File: config.mk
export PLATFORM = sky130hd
export DESIGN_NAME = strided_buffer_reader
export DESIGN_NICKNAME = d
export VERILOG_FILES = /design/src/rtl/strided_buffer_reader.sv
export SDC_FILE = /design/constraint.sdc
export NUM_CORES = 2
export LEC_CHECK = 0
export CELL_PAD_IN_SITES_DETAIL_PLACEMENT = 1
export CELL_PAD_IN_SITES_GLOBAL_PLACEMENT = 2
export CORE_ASPECT_RATIO = 0.75
export CORE_MARGIN = 4
export CORE_UTILIZATION = 30
export DETAILED_ROUTE_END_ITERATION = 10
export GPL_ROUTABILITY_DRIVEN = 0
export HOLD_SLACK_MARGIN = 0.05
export PLACE_DENSITY_LB_ADDON = 0.1
export RECOVER_POWER = 100
export SYNTH_ARGS = -nofsm -noshare
export SYNTH_HDL_FRONTEND = slang
export SYNTH_SLANG_ARGS = --single-unit
File: constraint.sdc
create_clock -name clk -period 5 [get_ports clk]
set_input_delay 0.75 -clock clk [delete_from_list [all_inputs] [get_ports clk]]
set_output_delay 0.75 -clock clk [all_outputs]
set_load 0.02 [all_outputs]
File: src/rtl/strided_buffer_reader.sv
// Purpose : walks a column-banked frame buffer as N_BUF_X-wide windows and emits one window beat per step.
// Latency : bank data arrives 1 cycle after rden; a beat is presented on dout the cycle after that.
// Backpres: 2-entry output FIFO; rden is issued only while FIFO entries plus in-flight reads < 2.
//
// Ports   : clk/rstn (sync, active-low) ; dshape {w,h,c} + start begin a frame ; clr aborts to IDLE
//           wr_cols  columns already written (only consulted with STRIDED_RD_FLOWCTL_EN defined)
//           rden/rdaddr/di  bank read port (bank b address/data at slice b)
//           dout/dout_valid/dout_ready/dout_last  window beat stream ; busy/done status
// Macro   : STRIDED_RD_FLOWCTL_EN -- when defined, WAIT_COL holds until ox+N_BUF_X <= wr_cols.
module strided_buffer_reader #(
    parameter int N_BUF_X    = 5,
    parameter int DATA_WIDTH = 64,
    parameter int B_BUF_ADDR = 10,
    parameter int B_COORD    = 8,
    parameter int B_DSHAPE   = 48
) (
    input  logic                             clk,
    input  logic                             rstn,
    input  logic [B_DSHAPE-1:0]              dshape,
    input  logic                             start,
    input  logic                             clr,
    input  logic [B_COORD-1:0]               wr_cols,
    output logic                             rden,
    output logic [B_BUF_ADDR*N_BUF_X-1:0]    rdaddr,
    input  logic [DATA_WIDTH*N_BUF_X-1:0]    di,
    output logic [DATA_WIDTH*N_BUF_X-1:0]    dout,
    output logic                             dout_valid,
    input  logic                             dout_ready,
    output logic                             dout_last,
    output logic                             busy,
    output logic                             done
);

    localparam int ROT_W  = (N_BUF_X > 1) ? $clog2(N_BUF_X) : 1;
    localparam int BEAT_W = DATA_WIDTH * N_BUF_X;

    typedef enum logic [2:0] {
        S_IDLE,
        S_WAIT_COL,
        S_READ,
        S_DRAIN,
        S_DONE
    } state_t;

    state_t                  state_q, state_d;

    // frame geometry captured at start
    logic [B_COORD-1:0]      last_ox_q, last_ox_d;
    logic [B_COORD-1:0]      last_y_q, last_y_d;
    logic [B_COORD-1:0]      last_cw_q, last_cw_d;
    logic [B_BUF_ADDR-1:0]   colsz_q, colsz_d;
    logic                    empty_q, empty_d;

    // iteration state
    logic [B_COORD-1:0]      ox_q, ox_d;
    logic [B_COORD-1:0]      y_q, y_d;
    logic [B_COORD-1:0]      cw_q, cw_d;
    // off = y*ncw + cw, kept as a running count since it steps by one per read
    logic [B_BUF_ADDR-1:0]   off_q, off_d;
    logic [B_BUF_ADDR-1:0]   base_q [N_BUF_X];
    logic [B_BUF_ADDR-1:0]   base_d [N_BUF_X];
    logic [ROT_W-1:0]        rot_q, rot_d;

    // the read issued last cycle, whose data is on di now
    logic                    inf_vld_q, inf_vld_d;
    logic [ROT_W-1:0]        inf_rot_q, inf_rot_d;
    logic                    inf_last_q, inf_last_d;

    // 2-entry output FIFO
    logic [BEAT_W-1:0]       fifo_dat_q [2];
    logic [BEAT_W-1:0]       fifo_dat_d [2];
    logic [1:0]              fifo_last_q, fifo_last_d;
    logic                    wr_ptr_q, wr_ptr_d;
    logic                    rd_ptr_q, rd_ptr_d;
    logic [1:0]              cnt_q, cnt_d;

    logic [15:0]             w_in, h_in, c_in;
    logic [B_COORD-1:0]      ncw_in;
    logic [BEAT_W-1:0]       rot_beat;
    logic                    col_ok;
    logic                    push, pop;
    logic                    unused_in;

    assign w_in   = dshape[47:32];
    assign h_in   = dshape[31:16];
    assign c_in   = dshape[15:0];
    assign ncw_in = B_COORD'(c_in >> 6);

    // low channel bits and (without flow control) wr_cols are intentionally not consumed
    assign unused_in = ^{dshape, wr_cols};

`ifdef STRIDED_RD_FLOWCTL_EN
    assign col_ok = ({1'b0, ox_q} + (B_COORD+1)'(N_BUF_X)) <= {1'b0, wr_cols};
`else
    assign col_ok = 1'b1;
`endif

    assign busy       = (state_q != S_IDLE);
    assign done       = (state_q == S_DONE);
    assign dout_valid = (cnt_q != 2'd0);
    assign dout       = dout_valid ? fifo_dat_q[rd_ptr_q] : '0;
    assign dout_last  = dout_valid & fifo_last_q[rd_ptr_q];

    // in-flight read counts against FIFO space so the FIFO can never overflow
    assign rden = (state_q == S_READ) && ((cnt_q + {1'b0, inf_vld_q}) < 2'd2) && !clr;

    assign push = inf_vld_q;
    assign pop  = dout_valid && dout_ready;

    always_comb begin
        rdaddr = '0;
        for (int b = 0; b < N_BUF_X; b++) begin
            rdaddr[b*B_BUF_ADDR +: B_BUF_ADDR] = base_q[b] + off_q;
        end
    end

    // slot k takes bank (rot+k) mod N, rot being the value current when the read issued
    always_comb begin
        rot_beat = '0;
        for (int k = 0; k < N_BUF_X; k++) begin
            rot_beat[k*DATA_WIDTH +: DATA_WIDTH] =
                di[((int'(inf_rot_q) + k) % N_BUF_X)*DATA_WIDTH +: DATA_WIDTH];
        end
    end

    always_comb begin
        state_d     = state_q;
        last_ox_d   = last_ox_q;
        last_y_d    = last_y_q;
        last_cw_d   = last_cw_q;
        colsz_d     = colsz_q;
        empty_d     = empty_q;
        ox_d        = ox_q;
        y_d         = y_q;
        cw_d        = cw_q;
        off_d       = off_q;
        base_d      = base_q;
        rot_d       = rot_q;
        inf_vld_d   = rden;
        inf_rot_d   = rot_q;
        inf_last_d  = 1'b0;
        fifo_dat_d  = fifo_dat_q;
        fifo_last_d = fifo_last_q;
        wr_ptr_d    = wr_ptr_q;
        rd_ptr_d    = rd_ptr_q;
        cnt_d       = cnt_q + 2'(push) - 2'(pop);

        if (push) begin
            fifo_dat_d[wr_ptr_q]  = rot_beat;
            fifo_last_d[wr_ptr_q] = inf_last_q;
            wr_ptr_d              = ~wr_ptr_q;
        end
        if (pop) begin
            rd_ptr_d = ~rd_ptr_q;
        end

        case (state_q)
            S_IDLE: begin
                if (start) begin
                    state_d   = S_WAIT_COL;
                    empty_d   = (w_in < 16'(N_BUF_X)) || (h_in == 16'd0) || (ncw_in == '0);
                    last_ox_d = B_COORD'(w_in - 16'(N_BUF_X));
                    last_y_d  = B_COORD'(h_in - 16'd1);
                    last_cw_d = ncw_in - B_COORD'(1);
                    colsz_d   = B_BUF_ADDR'(32'(h_in) * 32'(ncw_in));
                    ox_d      = '0;
                    y_d       = '0;
                    cw_d      = '0;
                    off_d     = '0;
                    rot_d     = '0;
                    for (int b = 0; b < N_BUF_X; b++) begin
                        base_d[b] = '0;
                    end
                end
            end
            S_WAIT_COL: begin
                if (empty_q) begin
                    state_d = S_DONE;
                end else if (col_ok) begin
                    state_d = S_READ;
                end
            end
            S_READ: begin
                if (rden) begin
                    off_d = off_q + B_BUF_ADDR'(1);
                    if (cw_q != last_cw_q) begin
                        cw_d = cw_q + B_COORD'(1);
                    end else begin
                        cw_d = '0;
                        if (y_q != last_y_q) begin
                            y_d = y_q + B_COORD'(1);
                        end else begin
                            y_d   = '0;
                            off_d = '0;
                            if (ox_q == last_ox_q) begin
                                inf_last_d = 1'b1;
                                state_d    = S_DRAIN;
                            end else begin
                                // the bank that held column ox now serves column ox+N, one colsz further on
                                ox_d           = ox_q + B_COORD'(1);
                                base_d[rot_q]  = base_q[rot_q] + colsz_q;
                                rot_d          = (rot_q == ROT_W'(N_BUF_X-1)) ? '0 : rot_q + ROT_W'(1);
                                state_d        = S_WAIT_COL;
                            end
                        end
                    end
                end
            end
            S_DRAIN: begin
                if ((cnt_q == 2'd0) && !inf_vld_q) begin
                    state_d = S_DONE;
                end
            end
            S_DONE: begin
                state_d = S_IDLE;
            end
            default: begin
                state_d = S_IDLE;
            end
        endcase

        if (clr) begin
            state_d    = S_IDLE;
            ox_d       = '0;
            y_d        = '0;
            cw_d       = '0;
            off_d      = '0;
            rot_d      = '0;
            inf_vld_d  = 1'b0;
            inf_last_d = 1'b0;
            wr_ptr_d   = 1'b0;
            rd_ptr_d   = 1'b0;
            cnt_d      = 2'd0;
            for (int b = 0; b < N_BUF_X; b++) begin
                base_d[b] = '0;
            end
        end
    end

    always_ff @(posedge clk) begin
        if (!rstn) begin
            state_q     <= S_IDLE;
            last_ox_q   <= '0;
            last_y_q    <= '0;
            last_cw_q   <= '0;
            colsz_q     <= '0;
            empty_q     <= 1'b0;
            ox_q        <= '0;
            y_q         <= '0;
            cw_q        <= '0;
            off_q       <= '0;
            rot_q       <= '0;
            inf_vld_q   <= 1'b0;
            inf_rot_q   <= '0;
            inf_last_q  <= 1'b0;
            fifo_last_q <= '0;
            wr_ptr_q    <= 1'b0;
            rd_ptr_q    <= 1'b0;
            cnt_q       <= 2'd0;
            for (int b = 0; b < N_BUF_X; b++) begin
                base_q[b] <= '0;
            end
            for (int i = 0; i < 2; i++) begin
                fifo_dat_q[i] <= '0;
            end
        end else begin
            state_q     <= state_d;
            last_ox_q   <= last_ox_d;
            last_y_q    <= last_y_d;
            last_cw_q   <= last_cw_d;
            colsz_q     <= colsz_d;
            empty_q     <= empty_d;
            ox_q        <= ox_d;
            y_q         <= y_d;
            cw_q        <= cw_d;
            off_q       <= off_d;
            rot_q       <= rot_d;
            inf_vld_q   <= inf_vld_d;
            inf_rot_q   <= inf_rot_d;
            inf_last_q  <= inf_last_d;
            fifo_last_q <= fifo_last_d;
            wr_ptr_q    <= wr_ptr_d;
            rd_ptr_q    <= rd_ptr_d;
            cnt_q       <= cnt_d;
            base_q      <= base_d;
            fifo_dat_q  <= fifo_dat_d;
        end
    end

endmodule

==> key figures <==
Hold path
  • WHS Endpoint: colsz_q[9]
  • Hold Crit Start: rstn
  • Hold/Removal Path Class: primary input to flop
  • Hold Path Depth: 2

Drt
  • DRT Wirelength: 236000 um
  • Antenna-violating nets left: 0
  • Avg WL per Cell: 29.2 um
  • Drt pass-1 iters: 5
  • DRC: 0
  • Iter 0 DRT Violations: 3514
  • Drt via density: 5.65
  • Vias after detailed routing: 45600

Clocking
  • CTS tree: yes
  • Num CTS Buffers: 92
  • H-Tree Depth: 3
  • Worst skew pair latency: 720 ps
  • Hold-fix buffers, CTS: 0
  • Clk slew on worst S/H paths: 70 ps
  • Sink Count: 776
  • Root Buffer Master: clkbuf_16
  • Clock buffer depth: 3

GRT
  • GRT Total Usage: 27.3%
  • Most Used Layer, Global Route: met2
  • Met1 Resource Use GR: 38.6%
  • Remaining global-route overflow: 0
  • Initial antenna violation count: 19
  • Met3 Track Usage GR: 4.47%
  • Pin count of the biggest net entering global routing: 134
  • First-pass GRT wire length: 339000 um
  • Vias in the first global route: 46800
  • Met2 Use GR: 43.6%

Timing
  • Setup-failing EPs final: 0
  • Clk_skew: 16.6 ps
  • Worst-Margin Slew: 4000 ps
  • Slew HR: -167%
  • Max Transition Viols Final: 258
  • Period utilization: 96.0%
  • TNS Setup: 0 ps
  • Hold Vio Cnt, Final: 0
  • Achievable Freq: 208 MHz
  • RSZ-0062 raised after global routing: false
  • Tmin final: 4800 ps

Finish
  • Proportion of layout cells with a drive suffix above 1: 10.4%
  • Seq. cell area: 15500 um^2
  • Area added between synthesis and finish: 27.4%
  • Post-route insts no fill: 8063
  • Layout Nets: 6385
  • Multi-input logic area: 29800 um^2
  • Final instance area: 60900 um^2
  • FILL cells: 17900
  • Final Util: 38.6%

Worst setup path
  • Largest fanout on the critical path: 20
  • Reg-to-Reg End: fifo_dat_q[430]
  • Crit. End Element: flop
  • Buf/Inv on CP: 2
  • Arr. time, crit path: 5420 ps
  • Crit path cell chain: buf_4 > ha_1 > and3b_1 > o21a_1 > a21oi_1 > ha_1 > nor4_1 > a21oi_1 > o221ai_1 > clkbuf_1 > nand2_2 > or4_2 > o21ai_0
  • CP peak stage delay: 1160 ps
  • Worst r2r src: inf_rot_q[2]
  • R2R setup slack: 200 ps
  • R2R depth: 13
  • Crit path kind: flop to flop
  • CP startpoint kind: flop
  • CP max stage cell: or4_2
  • CP required: 5620 ps
  • Cell family with most CP delay: simple AND/OR/NAND/NOR gates

Synthesis
  • #FFs+latches synth: 776
  • Syn_area_per_cell: 8.94 um^2
  • Share of synthesized registers carrying an async set or reset: 0%
  • Syn. warnings: 0
  • Post-Syn Area: 47800 um^2
  • Post-synthesis net count: 5866
  • Mapped Cells: 5348
  • Number of flops mapped to enable cells by yosys: 0
  • Ys flop type: dfxtp_1
  • Yosys cell types: 85
  • Register area share after synthesis: 32.5%

Placement
  • Placed insts: 7875
  • Port Buf Inserts: 739
  • DP Area: 57700 um^2
  • Post-DP HPWL: 164000 um

Run
  • Max Cap Viol: 8

Power
  • Pwr Density: 256 nW/um^2
  • Leakage: 23.2 nW
  • Maximum vdd drop: 0.232 mV

Run status
  • Failing checks: capacitance limit, slew limit
  • Status: finished with violations

Die
  • Row count: 126
  • Vert. Die Dim: 354 um
  • Initial Util: 30.3%
  • # IOs: 756
  • Die width: 469 um
  • Full die area: 166000 um^2
  • Area of the core: 158000 um^2
-- what timing repair did --
action / 4_1_cts / 5_1_grt
buffers inserted: 2 / 6
resized for setup: 1 / 13
cloned: 0 / 2
setup endpoints to repair: 35 / 132
pin swaps: 0 / 2
-- state kept, by name, summed over array words and instances, names as in the netlist, 8 cells and up --
signal / count
last_ox_q: 8
colsz_q: 10
last_cw_q: 8
last_y_q: 8
y_q: 8
off_q: 10
ox_q: 8
base_q: 50
fifo_dat_q: 640
cw_q: 8
-- stage by stage --
stage	hold WS (ps)	total power, mW	setup WS (ps)
6_report	419	15.6	201
5_1_grt	400	16.2	3.82
4_1_cts	373	15.8	57.8
3_5_place_dp	441	8.39	-99.8
3_3_place_gp	433	8.38	-49.3
2_1_floorplan	424	7.42	212
-- layer usage --
layer | part of all wire, % | vias to the layer above | routed length [um]
li1 | - | 20400 | -
met1 | 47 | 23400 | 110000
met2 | 45 | 1448 | 106000
met3 | 5.7 | 264 | 13400
met4 | 2.5 | 2 | 5820
met5 | 0.0034 | - | 8
-- logic make-up (layout without fill, tap and decap cells) --
family	after synthesis	in the layout	share of synthesized area [%]
compound gates	1575	1575	22.9
xor+xnor	143	143	2.67
fa+ha+maj	137	137	4.06
buf+inv	633	1226	5.62
flops	776	776	32.5
mux	726	726	20.5
other cells	0	9	0
simple gates	1358	1359	11.7
-- where the power goes --
| part | total (mW) | internal [mW] | switching, mW |
|---|---|---|---|
| Sequential | 6.32 | 6.25 | 0.0676 |
| Clock | 7.35 | 4.34 | 3.01 |
| Combinational | 1.94 | 0.839 | 1.10 |
-- Yosys cell counts, drive strengths merged (15+ instances only) --
library cell  count  area share, %
a211oi           70            1.1
a21boi          146            2.3
a21o             86            1.4
a21oi           194            2.1
a221o            64            1.3
a221oi           68            2.1
a22o             63            1.2
a22oi           296            4.6
and2             51           0.67
and3             15           0.20
buf             173            2.0
clkbuf          294            2.3
dfxtp           776             32
fa               30            1.3
ha              107            2.8
inv             165            1.3
mux2i           520             11
mux4            201            9.5
nand2           648            5.1
nand2b           22           0.29
nand3            17           0.18
nand4            18           0.24
nor2            519            4.1
nor3             24           0.34
o211a            24           0.50
o21ai           511            5.3
xnor2            91            1.7
xor2             52           0.99
-- placed cells by master, fill, tap and decap left out, drive strengths merged, types with 7 or more instances in the layout --
master,instances
nand2,648
a21oi,194
o21ai,511
dlygate4sd3,309
nor2b,11
nand2b,22
and3,15
buf,140
dfxtp,776
a31oi,9
diode,9
inv,168
a221oi,68
a21o,86
nor3,24
nor4,11
mux2i,520
nand4,18
a221o,64
nand3,17
a32oi,7
fa,30
o211a,24
clkbuf,150
mux4,201
and2,51
bufinv,10
a22o,63
a22oi,296
a21boi,146
ha,107
clkinv,19
clkdlybuf4s50,429
nor2,519
xnor2,91
a211oi,70
xor2,52
-- how the worst max path moves through the flow --
stage | startpoint | endpoint | slack (ps) | cells past startpoint
6_report | inf_rot_q[2] | fifo_dat_q[430] | 200 | 13
5_1_grt | cnt_q[1] | dout[192] | 4 | 5
4_1_cts | inf_rot_q[0] | fifo_dat_q[221] | 60 | 19
3_5_place_dp | inf_rot_q[0] | fifo_dat_q[572] | -100 | 19
3_3_place_gp | dshape[10] | colsz_q[9] | -50 | 16
2_1_floorplan | inf_rot_q[0] | fifo_dat_q[516] | 210 | 21
-- layout make-up --
type	count	share of cell area (%)
repair buffers	891	15.0
flip-flops and latches	776	25.5
diodes	9	0.0370
well taps	2112	4.34
multi-input cells	3940	48.8
clock inverters	32	0.745
clock buffers	137	4.54
inverters	166	1.02
No activity file was read; power rests on OpenSTA's default activity.
